## src/rtl/ap_peak_meter_if.sv

```systemverilog
`default_nettype none
// ============================================================================
//  Module      : ap_peak_meter_if
//  Description : Sample/control inputs and display outputs of the peak meter.
//  Revision    : 1.0 - initial release
// ============================================================================
interface ap_peak_meter_if;
  logic        tick;
  logic [15:0] ap;
  logic        clip_clr;
  logic [4:0]  level_out;
  logic [4:0]  peak_out;
  logic [15:0] bar;
  logic        clip_out;
  logic        clip_sticky;

  // Upstream side: supplies samples and control, observes the meter.
  modport master (
    output tick, ap, clip_clr,
    input  level_out, peak_out, bar, clip_out, clip_sticky
  );

  // Meter side.
  modport slave (
    input  tick, ap, clip_clr,
    output level_out, peak_out, bar, clip_out, clip_sticky
  );
endinterface
`default_nettype wire

```

## src/rtl/ap_peak_meter.sv

```systemverilog
`default_nettype none
// ============================================================================
//  Module      : ap_peak_meter
//  Description : Thermometer-code level meter with peak hold/decay, display
//                bar and stretched/sticky clip indication.
//  Revision    : 1.0 - initial release
// ============================================================================
module ap_peak_meter #(
  parameter int HOLD_TICKS  = 32,
  parameter int DECAY_TICKS = 4,
  parameter int CLIP_TICKS  = 64
) (
  input  wire             clock,
  input  wire             rst,
  ap_peak_meter_if.slave  m
);

  localparam logic [7:0] C_HOLD_INIT  = 8'(HOLD_TICKS - 1);
  localparam logic [7:0] C_DECAY_INIT = 8'(DECAY_TICKS - 1);
  localparam logic [7:0] C_CLIP_INIT  = 8'(CLIP_TICKS - 1);
  localparam logic [4:0] C_FULL_SCALE = 5'd16;

  typedef enum logic [1:0] {
    ST_IDLE  = 2'd0,
    ST_HOLD  = 2'd1,
    ST_DECAY = 2'd2
  } state_t;

  state_t      state_q;
  logic [4:0]  level_q;
  logic [4:0]  peak_q;
  logic [7:0]  hold_cnt_q;
  logic [7:0]  decay_cnt_q;
  logic [7:0]  clip_cnt_q;
  logic        clip_q;
  logic        sticky_q;
  logic [15:0] bar_q;
  logic [15:0] bar_d;
  logic [4:0]  lvl_w;
  logic        run_w;

  // Count the unbroken run of ones from bit 0; anything past the first zero is a bubble.
  always_comb begin
    lvl_w = 5'd0;
    run_w = 1'b1;
    for (int i = 0; i < 16; i++) begin
      if (run_w && m.ap[i]) begin
        lvl_w = lvl_w + 5'd1;
      end else begin
        run_w = 1'b0;
      end
    end
  end

  // Bar image: filled segments below the level plus a single dot at the peak.
  always_comb begin
    bar_d = '0;
    for (int i = 0; i < 16; i++) begin
      bar_d[i] = (5'(i) < level_q) || ((peak_q != 5'd0) && (5'(i) == peak_q - 5'd1));
    end
  end

  // Level, peak hold/decay FSM, clip stretch and sticky flag; all advance only on tick.
  always_ff @(posedge clock) begin
    if (rst) begin
      state_q     <= ST_IDLE;
      level_q     <= 5'd0;
      peak_q      <= 5'd0;
      hold_cnt_q  <= 8'd0;
      decay_cnt_q <= 8'd0;
      clip_cnt_q  <= 8'd0;
      clip_q      <= 1'b0;
      sticky_q    <= 1'b0;
    end else begin
      if (m.tick) begin
        level_q <= lvl_w;

        // A new level at or above the peak (re)captures it and restarts the hold.
        if ((lvl_w >= peak_q) && (lvl_w != 5'd0)) begin
          peak_q     <= lvl_w;
          hold_cnt_q <= C_HOLD_INIT;
          state_q    <= ST_HOLD;
        end else begin
          case (state_q)
            ST_HOLD: begin
              if (hold_cnt_q != 8'd0) begin
                hold_cnt_q <= hold_cnt_q - 8'd1;
              end else begin
                state_q     <= ST_DECAY;
                decay_cnt_q <= C_DECAY_INIT;
              end
            end
            ST_DECAY: begin
              if (decay_cnt_q != 8'd0) begin
                decay_cnt_q <= decay_cnt_q - 8'd1;
              end else begin
                peak_q      <= peak_q - 5'd1;
                decay_cnt_q <= C_DECAY_INIT;
                if (peak_q == 5'd1) begin
                  state_q <= ST_IDLE;
                end
              end
            end
            default: begin
              state_q <= ST_IDLE;
              peak_q  <= 5'd0;
            end
          endcase
        end

        // Clip stretch restarts on every full-scale tick and runs down otherwise.
        if (lvl_w == C_FULL_SCALE) begin
          clip_q     <= 1'b1;
          clip_cnt_q <= C_CLIP_INIT;
        end else if (clip_cnt_q != 8'd0) begin
          clip_cnt_q <= clip_cnt_q - 8'd1;
        end else begin
          clip_q <= 1'b0;
        end
      end

      // Setting wins over a simultaneous clear so a clip is never lost.
      if (m.tick && (lvl_w == C_FULL_SCALE)) begin
        sticky_q <= 1'b1;
      end else if (m.clip_clr) begin
        sticky_q <= 1'b0;
      end
    end
  end

  // Bar is refreshed every clock from the registered level/peak, one cycle behind them.
  always_ff @(posedge clock) begin
    if (rst) begin
      bar_q <= 16'd0;
    end else begin
      bar_q <= bar_d;
    end
  end

  assign m.level_out   = level_q;
  assign m.peak_out    = peak_q;
  assign m.bar         = bar_q;
  assign m.clip_out    = clip_q;
  assign m.clip_sticky = sticky_q;

endmodule
`default_nettype wire

```

## src/flat_wrapper.sv

```systemverilog
// flat-port wrapper written by rule: the top's interface ports become plain ports
module ap_peak_meter_flat 
#(
  parameter int HOLD_TICKS  = 32,
  parameter int DECAY_TICKS = 4,
  parameter int CLIP_TICKS  = 64
)
  (clock, rst, m_tick, m_ap, m_clip_clr, m_level_out, m_peak_out, m_bar, m_clip_out, m_clip_sticky);
  ap_peak_meter_if m_i ();
  input  wire clock;
  input  wire rst;
  input wire logic [$bits(m_i.tick)-1:0] m_tick;
  input wire logic [$bits(m_i.ap)-1:0] m_ap;
  input wire logic [$bits(m_i.clip_clr)-1:0] m_clip_clr;
  output wire logic [$bits(m_i.level_out)-1:0] m_level_out;
  output wire logic [$bits(m_i.peak_out)-1:0] m_peak_out;
  output wire logic [$bits(m_i.bar)-1:0] m_bar;
  output wire logic [$bits(m_i.clip_out)-1:0] m_clip_out;
  output wire logic [$bits(m_i.clip_sticky)-1:0] m_clip_sticky;
  assign m_i.tick = m_tick;
  assign m_i.ap = m_ap;
  assign m_i.clip_clr = m_clip_clr;
  assign m_level_out = m_i.level_out;
  assign m_peak_out = m_i.peak_out;
  assign m_bar = m_i.bar;
  assign m_clip_out = m_i.clip_out;
  assign m_clip_sticky = m_i.clip_sticky;
  ap_peak_meter #(.HOLD_TICKS(HOLD_TICKS), .DECAY_TICKS(DECAY_TICKS), .CLIP_TICKS(CLIP_TICKS)) u_core (.clock(clock), .rst(rst), .m(m_i));
endmodule
```

## config.mk

```make
export PLATFORM = sky130hd
export DESIGN_NAME = ap_peak_meter_flat
export DESIGN_NICKNAME = d
export VERILOG_FILES = /design/src/rtl/ap_peak_meter_if.sv /design/src/rtl/ap_peak_meter.sv /design/src/flat_wrapper.sv
export SDC_FILE = /design/constraint.sdc
export NUM_CORES = 1
export LEC_CHECK = 0
export ABC_CLOCK_PERIOD_IN_PS = 9540
export CAP_MARGIN = 25
export CORE_AREA = 5 5 128 130
export DETAILED_ROUTE_END_ITERATION = 16
export DIE_AREA = 0 0 133 135
export PLACE_DENSITY = 0.49
export SETUP_SLACK_MARGIN = 0.02
export SLEW_MARGIN = 20
export SYNTH_ARGS = -nofsm -noshare
export SYNTH_HDL_FRONTEND = slang
export SYNTH_SLANG_ARGS = --single-unit
```

## constraint.sdc

```tcl
create_clock -name clock -period 9.54 [get_ports clock]
set_clock_uncertainty 0.2 [all_clocks]
set_input_delay 2.385 -clock clock [delete_from_list [all_inputs] [get_ports clock]]
set_output_delay 2.385 -clock clock [all_outputs]
set_load 0.02 [all_outputs]
```

======== Word level (Yosys, flattened, before mapping) ========
Index checks and enable logic that the tools add are counted.
cells by class
  add/sub/neg operators ................... 19
  muxes and demuxes ....................... 51
  magnitude comparators ................... 17
  bitwise gates (word level) .............. 1
  reduce and logical (&&, ||, !) cells .... 66
  equality and inequality tests ........... 25
operator list
  kind                                                       number
  2-to-1 mux 5 bit                                           17
  adder 5 x 1 -> 5 bit, second input constant                15
  2-to-1 mux 8 bit                                           7
  == test 4 x 5 -> 1 bit, first input constant               8
  less-than comparator 4 x 5 -> 1 bit, first input constant  8
  logical AND 1 bit                                          33
  nonzero test 8 bit                                         3
  subtractor 8 x 1 -> 8 bit, second input constant           3
  == test 3 x 5 -> 1 bit, first input constant               4
  less-than comparator 3 x 5 -> 1 bit, first input constant  4
  2-to-1 mux 1 bit                                           20
  logical OR 1 bit                                           16
  one-hot mux 8 bit (2 select lines)                         1
  == test 2 x 5 -> 1 bit, first input constant               2
  less-than comparator 1 x 5 -> 1 bit, first input constant  2
  less-than comparator 2 x 5 -> 1 bit, first input constant  2
  one-hot mux 5 bit (2 select lines)                         1
  nonzero test 2 bit                                         5
  nonzero test 5 bit                                         2
  2-to-1 mux 2 bit                                           4
  AND reduction 4 bit                                        2
  inequality test 3 x 2 -> 1 bit, second input constant      2
  AND reduction 3 bit                                        2
  == test 1 x 5 -> 1 bit, first input constant               1
  other kinds (13)                                           15
word-level totals
  word-level logic and storage cells ...... 188
  input bits .............................. 20
  output and inout bits ................... 28
  register bits ........................... 54

======== Longest topological paths before layout ========
  depth after elaboration ................. 35
  depth in mapped cells ................... 44
  depth with buffers taken out ............ 42

======== Least setup slack after synthesis ========
No wires, ideal clock.
  path type ............................... input to register
  start ................................... in m_ap[2]
  end ..................................... reg u_core.decay_cnt_q[3]
  buffers on the path ..................... 2
  setup slack ............................. -525 ps
  data arrival time ....................... 9795 ps
  cell stages on the path ................. 41
  path through ............................ inv_1 a21boi_0 ha_1 mux2i_1 a31oi_1 ha_1 mux2i_1 mux2i_1 a21boi_0 inv_1 ha_1 mux2_2 o21ai_0 o21ai_0 a21o_1 ha_1 mux2_2 ha_1 [5 not listed] nand2_1 a31oi_1 ha_1 nand2_1 maj3_1 a2111oi_2 o21ai_1 xnor2_2 xnor2_2 ha_1 o21ai_0 nand2b_1 clkbuf_1 o21ai_2 nand3_2 buf_6 or3_1 a21oi_1
between the ends
  word-level cells in the longest chain between the ends .. 32
  elaborated cells on any way between the ends .. 59
  those cells by class .................... add/sub (13); order compare (1); mux (27); bitwise (1); reduce/logical (17)
ends and longest elaborated chain
  what                                                                     line                                      RTL
  start, declared                                                          flat_wrapper.sv:13                        input wire logic [$bits(m_i.ap)-1:0] m_ap;
  logical AND 1 bit (*)                                                    ap_peak_meter.sv:47                       if (run_w && m.ap[i]) begin
  2-to-1 mux 5 bit or 2-to-1 mux 1 bit (tied branches)                     ap_peak_meter.sv:47
  adder 5 x 1 -> 5 bit or logical AND 1 bit (tied branches)                ap_peak_meter.sv:48, ap_peak_meter.sv:47
  2-to-1 mux 5 bit or 2-to-1 mux 1 bit (tied branches)                     ap_peak_meter.sv:47
  adder 5 x 1 -> 5 bit or logical AND 1 bit (tied branches)                ap_peak_meter.sv:48, ap_peak_meter.sv:47
  2-to-1 mux 5 bit or 2-to-1 mux 1 bit (tied branches)                     ap_peak_meter.sv:47
  adder 5 x 1 -> 5 bit or logical AND 1 bit (tied branches)                ap_peak_meter.sv:48, ap_peak_meter.sv:47
  2-to-1 mux 5 bit or 2-to-1 mux 1 bit (tied branches)                     ap_peak_meter.sv:47
  [17 not listed]                                                          -
  2-to-1 mux 5 bit or 2-to-1 mux 1 bit (tied branches)                     ap_peak_meter.sv:47
  adder 5 x 1 -> 5 bit or logical AND 1 bit (tied branches)                ap_peak_meter.sv:48, ap_peak_meter.sv:47
  2-to-1 mux 5 bit (*)                                                     ap_peak_meter.sv:47
  via u_core.lvl_w[4]                                                      ap_peak_meter.sv:39                       logic [4:0] lvl_w;
  greater-or-equal comparator 5 bit or nonzero test 5 bit (tied branches)  ap_peak_meter.sv:79                       if ((lvl_w >= peak_q) && (lvl_w != 5'd0)) begin
  logical AND 1 bit (*)                                                    ap_peak_meter.sv:79
  NOT 1 bit (no source line) (*)                                           -
  AND reduction 4 bit (no source line) (*)                                 -
  end signal, assigned                                                     ap_peak_meter.sv:95                       decay_cnt_q <= decay_cnt_q - 8'd1;
  end, declared                                                            ap_peak_meter.sv:33                       logic [7:0] decay_cnt_q;
The timed path passes the listed nets; every way through them passes the cells marked *.
A chain may end at the register's enable or synchronous reset.

======== Worst setup path in the final report ========
  start ................................... in m_ap[1]
  end ..................................... reg u_core.decay_cnt_q[7]
between the ends
  word-level cells in the longest chain between the ends .. 34
  elaborated cells on any way between the ends .. 63
  those cells by class .................... add/sub (14); order compare (1); mux (29); bitwise (1); reduce/logical (18)
ends and longest elaborated chain
  what                                                                     line
  logical AND 1 bit (*)                                                    ap_peak_meter.sv:47
  2-to-1 mux 5 bit or 2-to-1 mux 1 bit (tied branches)                     ap_peak_meter.sv:47
  adder 5 x 1 -> 5 bit or logical AND 1 bit (tied branches)                ap_peak_meter.sv:48, ap_peak_meter.sv:47
  2-to-1 mux 5 bit or 2-to-1 mux 1 bit (tied branches)                     ap_peak_meter.sv:47
  adder 5 x 1 -> 5 bit or logical AND 1 bit (tied branches)                ap_peak_meter.sv:48, ap_peak_meter.sv:47
  2-to-1 mux 5 bit or 2-to-1 mux 1 bit (tied branches)                     ap_peak_meter.sv:47
  adder 5 x 1 -> 5 bit or logical AND 1 bit (tied branches)                ap_peak_meter.sv:48, ap_peak_meter.sv:47
  2-to-1 mux 5 bit or 2-to-1 mux 1 bit (tied branches)                     ap_peak_meter.sv:47
  [19 not listed]                                                          -
  2-to-1 mux 5 bit or 2-to-1 mux 1 bit (tied branches)                     ap_peak_meter.sv:47
  adder 5 x 1 -> 5 bit or logical AND 1 bit (tied branches)                ap_peak_meter.sv:48, ap_peak_meter.sv:47
  2-to-1 mux 5 bit (*)                                                     ap_peak_meter.sv:47
  via u_core.lvl_w[4]                                                      ap_peak_meter.sv:39
  greater-or-equal comparator 5 bit or nonzero test 5 bit (tied branches)  ap_peak_meter.sv:79
  logical AND 1 bit (*)                                                    ap_peak_meter.sv:79
  NOT 1 bit (no source line) (*)                                           -
  AND reduction 4 bit (no source line) (*)                                 -
Marked as above.

==> impl_metrics.ini <==
[floorplan]
core_region_area_mm2 = 0.0150
start_util_pct = 29.4
dieArea_mm2 = 0.0180
core.rowCount = 45
die_x_um = 133
die_h_um = 135
io_pins = 48

[timing]
finalCritPeriodShare_pct = 99.6
hold_violations = 0
drv_slew = 0
rsz0062_at_grt = yes
layout_min_cycle_time_ns = 9.50
tightest_slew_ns = 1.01
holdWs_ns = 0.271
finalSetupTns_ns = 0
slew_headroom_pct = 32.5
max_clock_freq_mhz = 105
setup_viol = 0

[final_layout]
area_growth_pct = 36.8
final_common_cell = buf_4
mostFrequentLayoutCells = buf_4 (75), nand2_1 (63), nor2_1 (58)
fin_util_pct = 40.2
drive_above_1_share_pct = 22.0
antenna_cells = 0
fill_cells = 1493
nNetsFinal = 747

[power]
p_seq_share_pct = 37.3
peakVddDrop_mv = 0.0850
power_switching_mw = 0.233
internal_power_mw = 0.469
power.switching_fraction_pct = 33.2
p_comb_share_pct = 37.4
power_frac_clock_pct = 25.3
power_density_mw_per_mm2 = 116
p_leak_nw = 2.40

[cts]
worstSkewPairLatency_ns = 0.29
cts.path.max_buffers = 2
cts-root-buf = clkbuf_16
clock-sinks = 54
cts_tree = yes
numCtsBuffers = 5
holdBufCountCts = 0
h-tree-depth = 2
clk_pin_slew_ns = 0.07

[setup_path]
worst_path_largest_cell_delay_ns = 0.54
cpMostUsedCell = ha_4
reg2reg_setup_slack_ns = 6.67
worstPathArrival_ns = 9.52
critPathRequiredTime_ns = 9.56
crit_buf_inv = 3
crit_type = in -> reg
startpoint_type = input port
cp_slowest_cell = or4_4
end_kind = flip-flop
crit_fanout = 8
crit_family = adder cells

[place]
place_hpwl_mm = 9.01
place_congestion = 0.836
port_buffers = 47

[synth]
synth_seq_cells = 54
synth-main-ff-cell = dfxtp_1
synth_area_per_cell_um2 = 7.49
syn-cell-area_mm2 = 0.00442
seq_area_frac_synth_pct = 24.5
syn_inst = 590
ys.warnings.count = 0
syn_nets = 641
synth_edf_count = 0
ys_types = 68
synthArstFlopShare_pct = 0

[global_route]
antenna_found_initial = 0
gr-total-overflow = 0
grt_pass1_vias = 4326
grt_pass1_wl_mm = 20.4
grt_max_degree = 54
grt_use_total_pct = 13.1

[drt]
drt_wl_total_mm = 12.0
drc = 0
num_vias = 4515
drtIter0Drc = 187
wl_per_cell_um = 13.6
drt_pass1_iterations = 4
via_per_inst = 5.10
postRouteAntennaNets = 0

[worst_hold_path]
hp-class = reg -> reg

[job]
cap_violations = 0

[run_status]
status = finished, final reports clean
[kinds of logic after synthesis]
logic type | after synthesis | share of synthesized area (%)
simple gates | 239 | 27.1
mux | 16 | 3.79
xor+xnor | 35 | 7.79
flops | 54 | 24.5
buf+inv | 65 | 6.00
compound gates | 149 | 21.8
fa+ha+maj | 32 | 9.01
[final cells by class]
type                    instances  area, um^2  area share (%)
repair buffers                127        1100            18.2
clock buffers                   6         129            2.13
well taps                     188         235            3.89
multi-input cells             471        3350            55.3
inverters                      37         139            2.30
flip-flops and latches         54        1080            17.9
clock inverters                 2        13.8           0.228
[metal layers]
layer / vias to the layer above / routed length, um / global-route usage [%]
met1: 2104 / 5710 / 17.6
met3: 13 / 353 / 1.56
li1: 2313 / - / -
met4: 0 / 165 / 3.29
met2: 85 / 5820 / 22.4
met5: - / 0 / 0
[repair_timing]
item                                    CTS  global route
endpoints found under the setup margin   23            23
gates cloned                              0             0
pin swaps                                28            38
buffers inserted                         18             7
resized for setup                        33            40
[worst paths after layout]
path                                                   startpoint                                  to  cells after the start
worst max-delay path                                      m_ap[1]  u_core.decay_cnt_q[7]$_SDFFE_PP0P_                     39
worst min-delay path            u_core.m.clip_sticky$_SDFFE_PP0P_   u_core.m.clip_sticky$_SDFFE_PP0P_                      2
worst max register to register  u_core.hold_cnt_q[0]$_SDFFE_PP0P_  u_core.decay_cnt_q[7]$_SDFFE_PP0P_                      9
worst min register to register  u_core.m.clip_sticky$_SDFFE_PP0P_   u_core.m.clip_sticky$_SDFFE_PP0P_                      2
[cell usage after synthesis (7+ instances only)]
library cell	number	share of area, %
o21ai_0	24	2.7
a21oi_1	54	6.1
and3_1	7	0.99
a31oi_1	18	2.5
nand2b_1	15	2.1
nand2_1	67	5.7
nand3_1	19	2.2
clkbuf_1	21	1.8
inv_1	37	3.1
ha_1	31	8.8
mux2i_1	12	2.7
or3_1	9	1.3
nor3_1	14	1.6
xnor2_1	25	5.0
and2_1	9	1.3
nor2_1	58	4.9
dfxtp_1	54	24
[sequential cells by signal, indices dropped and copies added (netlist names)]
| register | cells |
|---|---|
| u_core.m.level_out | 5 |
| u_core.m.clip_out | 1 |
| u_core.hold_cnt_q | 8 |
| u_core.state_q | 2 |
| u_core.decay_cnt_q | 8 |
| u_core.m.clip_sticky | 1 |
| u_core.m.bar | 16 |
| u_core.clip_cnt_q | 8 |
| u_core.m.peak_out | 5 |
[through the flow]
| step | cell area [um^2] | setup slack [ns] | std cells | power (mW) |
|---|---|---|---|---|
| after global placement | 5460 | -0.712 | 853 | 0.489 |
| after global routing | 6050 | -0.440 | 885 | 0.754 |
| after detailed placement | 5460 | -0.947 | 853 | 0.494 |
| final | 6050 | 0.0390 | 885 | 0.702 |
| after CTS | 5840 | 0.0222 | 879 | 0.690 |
| after floorplan | 4470 | 0.0243 | 590 | 0.422 |
[tightest hold or removal path, stage by stage, from the launching register on]
cell      delay, ns
dfxtp_1        0.31
nand2b_1       0.06
a21oi_1        0.06
[power groups by stage]
stage | Sequential [mW] | Clock (mW) | Combinational [mW]
finish | 0.262 | 0.177 | 0.262
global route | 0.265 | 0.195 | 0.294
detailed placement | 0.268 | 0 | 0.226
global placement | 0.267 | 0 | 0.223
floorplan | 0.268 | 0 | 0.155
CTS | 0.262 | 0.185 | 0.243
No activity file was read; power rests on OpenSTA's default activity.
